[src/rtl/arb_pkg.sv]
// Shared types and constants for the 8-way round-robin arbiter.
package arb_pkg;

    localparam int N_REQ = 8;
    localparam int IDX_W = 3;

    typedef enum logic [0:0] {
        IDLE = 1'b0,
        BUSY = 1'b1
    } arb_state_e;

endpackage

[src/rtl/onehot_enc8.sv]
// 8-bit one-hot to 3-bit binary encoder; an all-zero input encodes to 0.
module onehot_enc8
    import arb_pkg::*;
(
    input  logic [N_REQ-1:0] oh,
    output logic [IDX_W-1:0] idx
);

    // OR together the indices of all set bits (exactly one for a legal input)
    always_comb begin
        idx = '0;
        for (int i = 0; i < N_REQ; i++) begin
            if (oh[i]) idx = idx | IDX_W'(i);
        end
    end

endmodule

[src/rtl/rr_arbiter8.sv]
// Eight-way round-robin arbiter with hold-time preemption.
// Registered one-hot grant plus binary owner index; the grant is held
// until the owner drops its request or, under contention, until it has
// held for MAX_HOLD cycles.
module rr_arbiter8
    import arb_pkg::*;
#(
    parameter int MAX_HOLD = 16,
    parameter int CNT_W    = 8
) (
    input  logic             clk,
    input  logic             rst_n,
    input  logic [N_REQ-1:0] req,
    input  logic             arb_en,
    output logic [N_REQ-1:0] gnt,
    output logic [IDX_W-1:0] gnt_idx,
    output logic             gnt_valid,
    output logic             preempt
);

    localparam logic [CNT_W-1:0] CNT_LAST = CNT_W'(MAX_HOLD - 1);

    arb_state_e         state_q, state_d;
    logic [IDX_W-1:0]   ptr_q, ptr_d;
    logic [CNT_W-1:0]   cnt_q, cnt_d;
    logic [N_REQ-1:0]   gnt_q, gnt_d;
    logic [IDX_W-1:0]   idx_q, idx_d;
    logic               pre_q, pre_d;

    logic [N_REQ-1:0]   cand;
    logic [2*N_REQ-1:0] dbl_sh;
    logic [N_REQ-1:0]   rot;
    logic [IDX_W-1:0]   win_off;
    logic [IDX_W-1:0]   win_idx;
    logic [N_REQ-1:0]   win_oh;
    logic               any_cand;
    logic               holder_req;

    // Candidates: in BUSY the current holder is excluded so a handover
    // always picks someone else
    always_comb begin
        cand = (state_q == BUSY) ? (req & ~gnt_q) : req;
    end

    // Rotate so ptr lands at bit 0, then take the lowest set bit
    always_comb begin
        dbl_sh   = {cand, cand} >> ptr_q;
        rot      = dbl_sh[N_REQ-1:0];
        win_off  = '0;
        for (int i = N_REQ - 1; i >= 0; i--) begin
            if (rot[i]) win_off = IDX_W'(i);
        end
        win_idx  = ptr_q + win_off;
        win_oh   = N_REQ'(1) << win_idx;
        any_cand = |cand;
    end

    // Holder still asserting its request
    always_comb begin
        holder_req = |(req & gnt_q);
    end

    // Next-state: grant / release / preempt / hold
    always_comb begin
        logic do_grant;
        do_grant = 1'b0;
        state_d  = state_q;
        ptr_d    = ptr_q;
        cnt_d    = cnt_q;
        gnt_d    = gnt_q;
        pre_d    = 1'b0;
        case (state_q)
            IDLE: begin
                if (arb_en && any_cand) do_grant = 1'b1;
            end
            BUSY: begin
                if (!holder_req) begin
                    // release wins over preemption
                    if (arb_en && any_cand) begin
                        do_grant = 1'b1;
                    end else begin
                        gnt_d   = '0;
                        state_d = IDLE;
                    end
                end else if (arb_en && any_cand && (cnt_q == CNT_LAST)) begin
                    do_grant = 1'b1;
                    pre_d    = 1'b1;
                end else if (cnt_q != CNT_LAST) begin
                    cnt_d = cnt_q + 1'b1;
                end
            end
            default: begin
                gnt_d   = '0;
                state_d = IDLE;
            end
        endcase
        if (do_grant) begin
            gnt_d   = win_oh;
            ptr_d   = win_idx + 1'b1;
            cnt_d   = '0;
            state_d = BUSY;
        end
    end

    // Index computed from the next grant so it registers alongside it
    onehot_enc8 u_enc (
        .oh  (gnt_d),
        .idx (idx_d)
    );

    // State and output registers
    always_ff @(posedge clk or negedge rst_n) begin
        if (!rst_n) begin
            state_q <= IDLE;
            ptr_q   <= '0;
            cnt_q   <= '0;
            gnt_q   <= '0;
            idx_q   <= '0;
            pre_q   <= 1'b0;
        end else begin
            state_q <= state_d;
            ptr_q   <= ptr_d;
            cnt_q   <= cnt_d;
            gnt_q   <= gnt_d;
            idx_q   <= idx_d;
            pre_q   <= pre_d;
        end
    end

    assign gnt       = gnt_q;
    assign gnt_idx   = idx_q;
    assign gnt_valid = |gnt_q;
    assign preempt   = pre_q;

endmodule
[config.mk]
export PLATFORM = sky130hd
export DESIGN_NAME = rr_arbiter8
export DESIGN_NICKNAME = d
export VERILOG_FILES = /design/src/rtl/arb_pkg.sv /design/src/rtl/onehot_enc8.sv /design/src/rtl/rr_arbiter8.sv
export SDC_FILE = /design/constraint.sdc
export NUM_CORES = 1
export LEC_CHECK = 0
export BUFFER_PORTS_ARGS = -buffer_cell sky130_fd_sc_hd__buf_2
export CORE_MARGIN = 2
export CORE_UTILIZATION = 45
export CTS_BUF_LIST = sky130_fd_sc_hd__clkbuf_4
export DETAILED_ROUTE_END_ITERATION = 12
export SYNTH_ARGS = -nofsm -noshare
export SYNTH_HDL_FRONTEND = slang
export SYNTH_HIERARCHICAL = 1
export SYNTH_SLANG_ARGS = --single-unit
[constraint.sdc]
create_clock -name clk -period 5.29 [get_ports clk]
set_clock_uncertainty 0.15 [all_clocks]
set_input_delay 0.7935 -clock clk [delete_from_list [all_inputs] [get_ports clk]]
set_output_delay 0.7935 -clock clk [all_outputs]
set_load 0.005 [all_outputs]
After elaboration in Yosys (flattened, before gate mapping)
Index checks and enable logic that the tools add are counted.
Word-level totals
  input port bits: 11
  flip-flop bits (word level): 24
Operators by class
  eq/ne operators: 5
  muxes and demuxes: 34
  shift operators: 2
  reduce and logical (&&, ||, !) cells: 10
  add/sub/neg operators: 3
  bitwise operators: 4
Operator list (number)
  2-to-1 mux 8 bit: 10
  2-to-1 mux 3 bit: 12
  OR reduction 8 bit: 3
  AND 8 bit: 2
  right shift 16 x 3 -> 8 bit: 1
  2-to-1 mux 1 bit: 9
  adder 8 x 1 -> 8 bit (second input constant): 1
  == test 8 x 4 -> 1 bit (second input constant): 1
  != test 8 x 4 -> 1 bit (second input constant): 1
  inverter 8 bit: 1
  << shifter 1 x 3 -> 8 bit (first input constant): 1
  != test 2 x 1 -> 1 bit (second input constant): 3
  nonzero test 2 bit: 3
  2-to-1 mux 2 bit: 2
  AND reduction 4 bit: 1
  adder 3 x 1 -> 3 bit (second input constant): 1
  adder 3 bit: 1
  AND reduction 3 bit: 1
  logical AND 1 bit: 2
  one-hot mux 1 bit (2 select lines): 1
  inverter 1 bit: 1

Longest topological paths before layout
Gate-level depths: netlist (run 1).
  depth in word-level cells: 22
  depth in mapped cells: 18
  depth with buffers taken out: 16

Hierarchy
The synthesis (run 1) kept the hierarchy.
By module, submodules not included
  rr_arbiter8: cells each 202, sequential area each 600.6 sq um, instances 1, area an instance 2037.0 sq um
  onehot_enc8: cells each 3, sequential area each 0.0 sq um, instances 1, area an instance 22.5 sq um

Worst setup path before layout (run 1)
No wires, ideal clock.
  path type: input port to flip-flop
  start: input req[5]
  end: register idx_q[1] (netlist: gnt_idx[1])
  arrival: 3.787 ns
  stages: 16
  setup slack: 1.215 ns
  setup time: 0.139 ns
  cell sequence: mux2i_1 -> a21oi_1 -> mux4_2 -> o211ai_1 -> a21oi_1 -> nor2_1 -> ha_1 -> inv_1 -> fa_1 -> inv_1 -> ha_1 -> inv_1 -> a2111oi_0 -> a21boi_1 -> a221o_1 -> or4_1
Between the ends
  cells in the longest elaborated chain, start to end: 20
  elaborated cells between the ends (all ways): 32
  classes of those cells: add/sub (1); shift (2); mux (23); bitwise (2); reduce/logical (4)
RTL lines
  from (decl): RTL line rr_arbiter8.sv:13  | input logic [N_REQ-1:0] req,
  AND 8 bit: RTL line rr_arbiter8.sv:42  | cand = (state_q == BUSY) ? (req & ~gnt_q) : req;
  2-to-1 mux 8 bit: RTL line rr_arbiter8.sv:42
  right shift 16 x 3 -> 8 bit: RTL line rr_arbiter8.sv:47  | dbl_sh = {cand, cand} >> ptr_q;
  2-to-1 mux 3 bit (8 in series): RTL line rr_arbiter8.sv:51  | if (rot[i]) win_off = IDX_W'(i);
  adder 3 bit: RTL line rr_arbiter8.sv:53  | win_idx = ptr_q + win_off;
  << shifter 1 x 3 -> 8 bit: RTL line rr_arbiter8.sv:54  | win_oh = N_REQ'(1) << win_idx;
  2-to-1 mux 8 bit (*): RTL line rr_arbiter8.sv:97  | if (do_grant) begin
  via gnt_d[2]: RTL line rr_arbiter8.sv:26  | logic [N_REQ-1:0] gnt_q, gnt_d;
  2-to-1 mux 2 bit (*) (2 in series): RTL line onehot_enc8.sv:13  | if (oh[i]) idx = idx | IDX_W'(i);
  2-to-1 mux 3 bit (*) (4 in series): RTL line onehot_enc8.sv:13
  via idx_d[1]: RTL line rr_arbiter8.sv:27  | logic [IDX_W-1:0] idx_q, idx_d;
  to (signal assigned): RTL line rr_arbiter8.sv:125  | idx_q <= idx_d;
  to (decl): RTL line rr_arbiter8.sv:27
The timed path passes the listed nets; every way through them passes the cells marked *. The select of a mux whose other input is x is not followed.
A chain may end at the register's enable or synchronous reset.

Worst setup path in the final report (run 1)
  start: register ptr_q[0]
  end: register idx_q[2] (netlist: gnt_idx[2])
Between the ends
  elaborated cells between the ends (all ways): 16
  classes of those cells: add/sub (1); shift (2); mux (13)
RTL lines
  from (decl): RTL line rr_arbiter8.sv:24  | logic [IDX_W-1:0] ptr_q, ptr_d;
  from (signal assigned): RTL line rr_arbiter8.sv:122  | ptr_q <= ptr_d;
  right shift 16 x 3 -> 8 bit: RTL line rr_arbiter8.sv:47
  2-to-1 mux 3 bit (8 in series): RTL line rr_arbiter8.sv:51
  adder 3 bit (*): RTL line rr_arbiter8.sv:53
  << shifter 1 x 3 -> 8 bit (*): RTL line rr_arbiter8.sv:54
  2-to-1 mux 8 bit (*): RTL line rr_arbiter8.sv:97
  via gnt_d[5]: RTL line rr_arbiter8.sv:26
  2-to-1 mux 3 bit (*) (3 in series): RTL line onehot_enc8.sv:13
  via idx_d[2]: RTL line rr_arbiter8.sv:27
The timed path passes the listed nets; every way through them passes the cells marked *.

==> results of run 1 <==
layout make-up:
class                      count  area, um2  area share (%)
multi-input combinational    156       1340            60.4
sequential                    24        601            27.1
timing repair buffer          26        138            6.21
tap                           52       65.1            2.94
inverter                      13       48.8            2.20
clock buffer                   3       22.5            1.02
clock inverter                 1       3.75           0.169
sequential cells by signal, indices dropped and copies added, names as in the netlist:
| name | cells |
|---|---|
| state_q | 1 |
| ptr_q | 3 |
| cnt_q | 8 |
| gnt | 8 |
| preempt | 1 |
| gnt_idx | 3 |
routing by layer:
metal / share of wire, % / vias to the layer above / wire length (um)
met4: 0.76 / 0 / 36
met2: 48 / 43 / 2290
met1: 46 / 871 / 2200
met3: 4.7 / 4 / 221
li1: - / 832 / -
met5: 0 / - / 0
critical path: stages (launching register included):
cell and delay [ns]:
dfrtp_1 0.34, buf_4 0.26, mux2_1 0.35, a221oi_1 0.49
mux4_2 0.39, o211ai_1 0.11, a21oi_1 0.15, nor2_1 0.06
ha_1 0.17, inv_1 0.06, fa_1 0.46, ha_1 0.21
inv_1 0.06, a2111oi_0 0.07, a21boi_1 0.18, a221o_1 0.31
or4_1 0.51
worst max-delay path by stage:
stage | to | slack [ns] | cells past startpoint
after floorplan | gnt_idx[1]$_DFF_PN0_ | 1.21 | 16
after global placement | gnt_idx[2]$_DFF_PN0_ | 0.87 | 15
after detailed placement | gnt_idx[1]$_DFF_PN0_ | 0.75 | 17
after CTS | gnt_idx[2]$_DFF_PN0_ | 0.85 | 16
after global routing | gnt_idx[1]$_DFF_PN0_ | 0.52 | 17
final | gnt_idx[2]$_DFF_PN0_ | 0.82 | 16
cell families (layout without fill, tap and decap cells):
logic type	Yosys count	count (layout)	synth area share, %
AND/OR/NAND/NOR	52	52	14.0
flip-flops	24	24	29.2
adder cells (fa/ha/maj)	8	8	5.22
multiplexers	30	30	21.9
XOR/XNOR	3	3	1.28
AO/OA/AOI/OAI	63	63	22.5
buffers and inverters	25	43	5.89
through the flow:
| step | cells | utilization [%] | area, um2 |
|---|---|---|---|
| 4_1_cts | 275 | 50.5 | 2220 |
| 3_3_place_gp | 271 | 49.9 | 2190 |
| 2_1_floorplan | 205 | - | 2060 |
| 5_1_grt | 275 | 50.5 | 2220 |
| 6_report | 275 | 50.5 | 2220 |
| 3_5_place_dp | 271 | 49.9 | 2190 |
power breakdown:
group / internal (mW) / total, mW / switching [mW]
Sequential: 0.233 / 0.313 / 0.0802
Clock: 0.0275 / 0.0784 / 0.0509
Combinational: 0.449 / 0.976 / 0.526
Total: 0.710 / 1.37 / 0.657
cell usage in the layout (no fill, tap or decap), types with 4 or more instances in the layout:
cell        n
dfrtp_1    24
buf_2      23
nand2_1    16
a21oi_1    14
inv_1      11
mux4_2     11
mux2i_1     9
nor2_1      9
mux2_1      8
a221o_1     7
a21boi_1    7
ha_1        7
nand3_1     6
a2111oi_0   6
o21ai_0     6
a21o_1      5
or4_1       4
nor4_1      4
a22oi_1     4
==> impl_results.md, run 1 <==
* Status: finished, final reports clean
* Initial antenna violation count at 0
* GR peak layer: met2
* Final Hold Violating Endpoints at 0
* Core Region at approximately 4400 um2
* RSZ-0062 raised after global routing: false
* Worst-path fanout max at 19
* Number of synthesized flops with an enable pin at 0
* Power Dens Cells at between 600 and 700 nW/um2
* Via/cell ratio at around 6.4
* Relative slew slack at roughly 53%
* Tcrit/Tclk final at between 80% and 90%
* Max Clock Freq at roughly 0.22 GHz
* Worst-path clk slew at 0.13 ns
* Dominant cells by area after synthesis: dfrtp_1, mux4_2, mux2i_1
* First-pass GRT wire length at ~8.1 mm
* Largest net degree at the start of global routing at 25
* Worst slack, placed at 0.748 ns
* Total Wirelength at around 4.7 mm
* R2R Setup Slk at roughly 0.82 ns
* Dpl hpwl at about 3.7 mm
* Ant diodes at 0
* Vias in the first global route at 1661
* Leak at approximately 1.0 nW
* Reg-to-reg endpoint: gnt_idx[2]$_DFF_PN0_
* Worst Path Required at about 5.3 ns
* # IOs at 24
* Worst-Margin Slew at 0.680 ns
* Num CTS Buffers at 3
* Starting Density at around 47%
* Seq/Total Area, Yosys at roughly 30%
* Share of the synthesized area in the top cell type at around 29%
* Tmin final at 4.47 ns
* Syn_area_per_cell at 10.0 um2
* Total Power at approximately 1.4 mW
* CTS H-tree lvls at 1
* Setup ws final at between 0.8 and 0.9 ns
* Die span in x at 71.7 um
* Post-synth top flop: dfrtp_1
* Root Buffer Master: clkbuf_4
* Wire length per cell at about 17 um
* Library cells used by synthesis at 48
* Syn Inst Count at 205
* Met1 GRT Util at 27.5%
* Met2 GRT Util at 32.2%
* Synth Net Count at roughly 220
* Hold crit path type: in -> async
* DRT Pass-1 Iters at 4
* Synth cell count leaders: dfrtp_1, nand2_1, a21oi_1, inv_1, mux4_2
* Die area at 5130 um2
* Bufs on Longest Clock Path at 2
* Fill cell count at 400
* Gr usage total at about 20%
* Die Span Y at around 70 um
* CTS resizes at 0
* Fin. max-slew vios at 0
* GRT met3 Usage at between 3 and 4%
* Routed vias at between 1500 and 2000
* Max-Cap Viols at 0
* Synth async-reset ratio at 100%
* I/O Buffers at 23
* Fin Setup TNS at 0 ns
* CTS tree: done
* Hold-fix buffers at CTS at 0
* Yosys reg bits at 24
* Setup Fix Bufs, Post-CTS at 0
* CP endpoint kind: register
* Most frequent cell after synthesis: dfrtp_1
* Critical Path Start Type: register
* Post-route DRC at 0
* # setup viols final at 0
* Core Rows at 24
* Gr ovfl total at 0
* Peak VDD IR at 0.000210 V
* Post-route antenna net violation count at 0
* Routability cong. at 0.827
* Clk_lat worst skew at just over 0.3 ns
* Drt initial violations at 99
* P&R area growth vs syn at 7.59%
* Yosys warning total at 6
* CP startpoint: ptr_q[0]$_DFFE_PN0N_
* Clk sinks at 24
* Origin of the critical flop-to-flop path: ptr_q[0]$_DFFE_PN0N_
* Worst Hold Slack at between 0.2 and 0.3 ns
* Share of layout cells above drive strength 1 at 22.4%
* R2R cell count at 16
* Netlist Area Pre-Place at 2060 um2
* CP arrival at roughly 4.5 ns
* Post-synth top area cell: dfrtp_1
* Final #Nets at approximately 240
* Critical path type: reg -> reg
Power figures use the tool's default switching activity.
==> run 2, diff against run 1 <==
--- a/config.mk
+++ b/config.mk
@@ -10,6 +10,7 @@
 export CORE_UTILIZATION = 45
 export CTS_BUF_LIST = sky130_fd_sc_hd__clkbuf_4
 export DETAILED_ROUTE_END_ITERATION = 12
+export PLACE_DENSITY = 0.67
 export SYNTH_ARGS = -nofsm -noshare
 export SYNTH_HDL_FRONTEND = slang
 export SYNTH_HIERARCHICAL = 1
==> constraint.sdc (replaced) <==
create_clock -name clk -period 4.09 [get_ports clk]
set_clock_uncertainty 0.15 [all_clocks]
set_input_delay 0.6135 -clock clk [delete_from_list [all_inputs] [get_ports clk]]
set_output_delay 0.6135 -clock clk [all_outputs]
set_load 0.005 [all_outputs]
==> impl_results.md, run 2 (synthesis results as in run 1) <==
* Origin of the critical flop-to-flop path: ptr_q[0]$_DFFE_PN0N_
* Drt initial violations at 151 (+53%)
* Via/cell ratio at 6.17 (-3.0%)
* Relative slew slack at 45.2% (-8.3 points)
* GR peak layer: met2
* Routability cong. at 0.878 (+6.2%)
* CP endpoint kind: register
* Starting Density at 47.0% (unchanged)
* Total Power at 2.52 mW (+84%)
* Leading cell types in the layout, fill and taps excluded: buf_4, dfrtp_1, buf_2
* Core Region at 4380 um2 (unchanged)
* Worst Path Required at 4.15 ns (-1.18 ns)
* Core Rows at 24 (unchanged)
* Die area at 5130 um2 (unchanged)
* Die span in x at 71.7 um (unchanged)
* Peak VDD IR at 0.000600 V (+190%)
* Post-route antenna net violation count at 0 (unchanged)
* Worst-path fanout max at 4 (-15)
* Largest net degree at the start of global routing at 25 (unchanged)
* Worst Hold Slack at 0.0913 ns (-0.195 ns)
* Fin. max-slew vios at 0 (unchanged)
* R2R Setup Slk at -0.24 ns (-1.06 ns)
* Bufs on Longest Clock Path at 2 (unchanged)
* Worst-Margin Slew at 0.822 ns (+0.142 ns)
* Ant diodes at 0 (unchanged)
* Initial antenna violation count at 0 (unchanged)
* Tcrit/Tclk final at 106% (+21 points)
* Gr usage total at 22.3% (+2.5 points)
* Leak at 1.24 nW (+24%)
* Met1 GRT Util at 30.9% (+3.4 points)
* CP arrival at 4.39 ns (-0.13 ns)
* Failing checks: negative setup slack
* Hold crit path type: in -> async
* Routed vias at 1956 (+12%)
* Commonest non-fill, non-tap cell in the layout: buf_4
* # setup viols final at 3 (+3)
* Final Cell Area at 2740 um2 (+23%)
* Root Buffer Master: clkbuf_4
* Share of layout cells above drive strength 1 at 47.5% (+25 points)
* RSZ-0062 raised after global routing: true
* R2R cell count at 18 (+2)
* Setup ws final at -0.239 ns (-1.06 ns)
* # IOs at 24 (unchanged)
* Final Hold Violating Endpoints at 0 (unchanged)
* Fin Setup TNS at -0.641 ns (-0.641 ns)
* CTS H-tree lvls at 1 (unchanged)
* Post-placement cell count at 306 (+13%)
* CTS tree: done
* Dpl hpwl at 4.06 mm (+11%)
* Final cell count without fillers at 317 (+15%)
* Max Clock Freq at 0.231 GHz (+3.3%)
* Met2 GRT Util at 36.9% (+4.7 points)
* Placed cell areas at 2450 um2 (+12%)
* Status: finished, violations left
* Critical path type: reg -> reg
* GRT met3 Usage at 4.08% (+0.28 points)
* Vias in the first global route at 1900 (+14%)
* DRT Pass-1 Iters at 4 (unchanged)
* Most used cell, CP: buf_4
* Clk sinks at 24 (unchanged)
* First-pass GRT wire length at 9.05 mm (+12%)
* Clk_lat worst skew at 0.33 ns (+0.02 ns)
* Wire length per cell at 17.4 um (+0.69%)
* Total Wirelength at 5.51 mm (+16%)
* I/O Buffers at 23 (unchanged)
* Tmin final at 4.33 ns (-0.145 ns)
* Gr ovfl total at 0 (unchanged)
* Power Dens Cells at 921 nW/um2 (+49%)
* Critical Path Start Type: register
* Max incr delay on CP at 0.56 ns (+0.05 ns)
* P&R area growth vs syn at 32.8%
* Die Span Y at 71.7 um (unchanged)
* Num CTS Buffers at 3 (unchanged)
* Crit-path slowest cell: fa_2
* Final #Nets at 285 (+17%)
* Post-route DRC at 0 (unchanged)
* Cell-by-cell trace of the critical path: buf_4, buf_4, mux2i_2, a21o_1, mux4_2, o211ai_1, a21oi_1, nor2_1, ha_2, inv_2, fa_2, inv_2, ha_4, inv_4, a2111oi_2, buf_4, a221o_1, or4_1
* Reg-to-reg endpoint: gnt_idx[2]$_DFF_PN0_
* Worst-path clk slew at 0.14 ns (about the same)
* Max-Cap Viols at 0 (unchanged)
run 2: how the worst max path moves through the flow:
stage,startpoint,endpoint,cells past startpoint
2_1_floorplan,ptr_q[2]$_DFFE_PN0N_,gnt_idx[1]$_DFF_PN0_,16
3_3_place_gp,ptr_q[0]$_DFFE_PN0N_,gnt_idx[1]$_DFF_PN0_,17
3_5_place_dp,ptr_q[0]$_DFFE_PN0N_,gnt_idx[1]$_DFF_PN0_,17
4_1_cts,ptr_q[0]$_DFFE_PN0N_,gnt_idx[1]$_DFF_PN0_,17
5_1_grt,ptr_q[0]$_DFFE_PN0N_,gnt_idx[2]$_DFF_PN0_,18
6_report,ptr_q[0]$_DFFE_PN0N_,gnt_idx[2]$_DFF_PN0_,18
run 2: per-stage QoR:
stage	util, %	worst slack [ns]
2_1_floorplan	-	0.0178
3_3_place_gp	55.9	-0.267
3_5_place_dp	55.9	-0.359
4_1_cts	61.3	-0.197
5_1_grt	62.4	-0.434
6_report	62.4	-0.239
run 2: per-layer routing:
metal | share of wire (%) | up-vias
met2 | 49 | 68
met3 | 5.9 | 9
li1 | - | 917
met4 | 1.2 | 0
met1 | 44 | 962
met5 | 0 | -
run 2: final cells by class:
cell class | count | area (um2)
clock buffer | 3 | 22.5
tap | 52 | 65.1
multi-input combinational | 156 | 1500
timing repair buffer | 68 | 464
clock inverter | 1 | 30.0
sequential | 24 | 602
fill | 369 | 1650
inverter | 13 | 53.8
run 2: worst max-delay path: cells and delay by family, from the launching register on:
kind / cells / cell delay (ns)
AND/OR/NAND/NOR: 2 / 0.60
multiplexers: 2 / 0.63
adder cells (fa/ha/maj): 3 / 0.90
buffers and inverters: 6 / 0.64
flip-flops: 1 / 0.44
AO/OA/AOI/OAI: 5 / 0.83
run 2: report_power, final:
group | switching [mW] | internal [mW]
sequential | 0.0655 | 0.303
clock | 0.0758 | 0.0992
combinational | 0.986 | 0.991
total | 1.13 | 1.39
run 2: repair_timing:
item / in CTS / in global routing
endpoints found under the setup margin: 7 / 9
buffers inserted: 5 / 1
pin swaps: 3 / 3
gates cloned: 1 / 0
resized for setup: 42 / 12
hold buffers: 0 / 0
==> run 3, diff against run 2 <==
--- a/config.mk
+++ b/config.mk
@@ -5,12 +5,12 @@
 export SDC_FILE = /design/constraint.sdc
 export NUM_CORES = 1
 export LEC_CHECK = 0
-export BUFFER_PORTS_ARGS = -buffer_cell sky130_fd_sc_hd__buf_2
 export CORE_MARGIN = 2
-export CORE_UTILIZATION = 45
+export CORE_UTILIZATION = 57
 export CTS_BUF_LIST = sky130_fd_sc_hd__clkbuf_4
 export DETAILED_ROUTE_END_ITERATION = 12
-export PLACE_DENSITY = 0.67
+export DONT_BUFFER_PORTS = 1
+export PLACE_DENSITY = 0.75
 export SYNTH_ARGS = -nofsm -noshare
 export SYNTH_HDL_FRONTEND = slang
 export SYNTH_HIERARCHICAL = 1
==> impl_results.md, run 3 (synthesis results as in run 1) <==
* Status: finished, violations left
* Failing checks: negative setup slack
* Core Rows at 21 (-13%)
* Post-route antenna net violation count at 0 (unchanged)
* Origin of the critical flop-to-flop path: ptr_q[0]$_DFFE_PN0N_
* Max incr delay on CP at 0.57 ns (about the same)
* Die span in x at 64.1 um (-11%)
* Gr usage total at 30.4% (+8.1 points)
* Via/cell ratio at 7.35 (+19%)
* Critical Path Start Type: register
* Final #Nets at 266 (-6.7%)
* R2R cell count at 18 (unchanged)
* Gate power share at 79.4% (+0.9 points)
* Post-placement cell count at 269 (-12%)
* CTS tree: done
* Sequential share of power at 14.0% (-0.6 points)
* RSZ-0062 raised after global routing: true
* Power Dens Cells at 1020 nW/um2 (+11%)
* Worst-path clk slew at 0.14 ns (about the same)
* Share of layout cells above drive strength 1 at 43.9% (-3.6 points)
* Tmin final at 4.51 ns (+0.183 ns)
* Bufs on Longest Clock Path at 2 (unchanged)
* Clk_lat worst skew at 0.33 ns (about the same)
* Post-route DRC at 0 (unchanged)
* Sw frac at 45.6% (+0.85 points)
* CP endpoint kind: register
* Num CTS Buffers at 3 (unchanged)
* Initial antenna violation count at 0 (unchanged)
* Max Clock Freq at 0.222 GHz (-4.0%)
* Hold crit path type: reg -> reg
* Worst Path Required at 4.16 ns (about the same)
* Internal power at 1.48 mW (+6.4%)
* Starting Density at 60.3% (+13 points)
* Worst-path fanout max at 5 (+1)
* # IOs at 24 (unchanged)
* Total Power at 2.72 mW (+8.0%)
* # setup viols final at 9 (+6)
* Final cell count without fillers at 292 (-7.9%)
* Routed vias at 2147 (+9.8%)
* Worst slack, placed at -0.327 ns (+0.0316 ns)
* Util after Layout at 78.1% (+16 points)
* Worst Hold Depth at 1
* Critical path type: reg -> reg
* Die area at 4110 um2 (-20%)
* Most used cell, CP: inv_2
* Tcrit/Tclk final at 110% (+4.5 points)
* Die Span Y at 64.1 um (-11%)
* Clk pwr share at 6.6% (-0.3 points)
* Setup ws final at -0.422 ns (-0.183 ns)
* Commonest non-fill, non-tap cell in the layout: buf_4
* Hold path start: cnt_q[3]$_DFFE_PN0P_
* Leading cell types in the layout, fill and taps excluded: buf_4, dfrtp_1, nand2_1
* Placed cell areas at 2270 um2 (-7.4%)
* Reg-to-reg endpoint: gnt_idx[1]$_DFF_PN0_
* Wire length per cell at 23.7 um (+36%)
* Final Hold Violating Endpoints at 0 (unchanged)
* Gr ovfl total at 0 (unchanged)
* Largest net degree at the start of global routing at 25 (unchanged)
* Clk sinks at 24 (unchanged)
* Core Region at 3420 um2 (-22%)
* Root Buffer Master: clkbuf_4
* Fin. max-slew vios at 0 (unchanged)
* First-pass GRT wire length at 9.56 mm (+5.6%)
* Total Wirelength at 6.91 mm (+25%)
* CP arrival at 4.58 ns (+0.19 ns)
* Fill cell count at 190 (-49%)
* I/O Buffers at 0 (-100%)
* P&R area growth vs syn at 29.5%
* R2R Setup Slk at -0.42 ns (-0.18 ns)
* Leak at 1.17 nW (-5.6%)
* Ant diodes at 0 (unchanged)
* Hold EP: cnt_q[3]$_DFFE_PN0P_
* Peak VDD IR at 0.000729 V (+21%)
* Routability cong. at 0.941 (+7.2%)
* Relative slew slack at 26.2% (-19 points)
* Drt initial violations at 342 (+130%)
* Cell-by-cell trace of the critical path: buf_6, clkbuf_16, mux2_1, a21oi_2, mux4_2, o211ai_1, a21oi_1, nor2_1, ha_2, inv_2, fa_2, inv_2, ha_4, inv_4, a2111oi_2, a21boi_2, a221o_1, or4_1
* Crit-path slowest cell: fa_2
* Final Cell Area at 2670 um2 (-2.5%)
* Dpl hpwl at 4.26 mm (+4.8%)
* DRT Pass-1 Iters at 5 (+1)
* Max-Cap Viols at 0 (unchanged)
* Vias in the first global route at 1926 (+1.4%)
* CTS H-tree lvls at 1 (unchanged)
* Net switching power at 1.24 mW (+10%)
* Worst-Margin Slew at 1.10 ns (+0.280 ns)
## run 3: stage by stage
stage	setup TNS [ns]	hold slack (ns)
after floorplan	0	0.168
after global placement	-0.302	0.168
after detailed placement	-1.48	0.168
after CTS	-0.997	0.410
after global routing	-3.73	0.434
final	-2.65	0.410
## run 3: worst max path at each step
stage                                    start              endpoint  slack, ns  depth (start not counted)
after floorplan           ptr_q[2]$_DFFE_PN0N_  gnt_idx[1]$_DFF_PN0_       0.02                         16
after global placement    ptr_q[0]$_DFFE_PN0N_  gnt_idx[2]$_DFF_PN0_      -0.12                         15
after detailed placement  ptr_q[0]$_DFFE_PN0N_  gnt_idx[2]$_DFF_PN0_      -0.33                         16
after CTS                 ptr_q[0]$_DFFE_PN0N_  gnt_idx[2]$_DFF_PN0_      -0.22                         16
after global routing      ptr_q[0]$_DFFE_PN0N_  gnt_idx[1]$_DFF_PN0_      -0.55                         18
final                     ptr_q[0]$_DFFE_PN0N_  gnt_idx[1]$_DFF_PN0_      -0.42                         18
## run 3: per-layer routing
metal | global-route usage, % | routed length, um | up-vias
met5 | 0 | 0 | -
met4 | 11.2 | 373 | 0
met3 | 4.58 | 629 | 50
met2 | 50.8 | 3340 | 180
met1 | 40.1 | 2570 | 1038
li1 | - | - | 879
## run 3: repair_timing
item                                    4_1_cts  5_1_grt
pin swaps                                     8        3
hold buffers                                  1        0
buffers inserted                              8        9
endpoints found under the setup margin        9        9
gates resized for setup                      36       21
endpoints found under the hold margin        24        0
gates cloned                                  0        1
## run 3: worst max-delay path, delay by kind of cell, from the launching register on
| family | cells | cell delay (ns) |
|---|---|---|
| compound gates | 6 | 0.99 |
| fa+ha+maj | 3 | 0.91 |
| buf+inv | 5 | 0.46 |
| flops | 1 | 0.50 |
| mux | 2 | 0.72 |
| simple gates | 2 | 0.65 |
## run 3: power by group through the flow
stage                     registers [mW]  logic [mW]  clock network, mW
after floorplan                    0.348        1.06                  0
after global placement             0.374        1.37                  0
after detailed placement           0.382        1.45                  0
after CTS                          0.383        1.77              0.172
after global routing               0.389        2.29              0.189
final                              0.382        2.16              0.179
## run 3: cell type report
class                           count  area, um2  area share (%)
Clock inverter                      1       30.0            1.13
Inverter                           13       51.3            1.92
Clock buffer                        3       22.5           0.845
Timing Repair Buffer               49        414            15.5
Tap cell                           46       57.6            2.16
Sequential cell                    24        602            22.6
Multi-Input combinational cell    156       1490            55.8
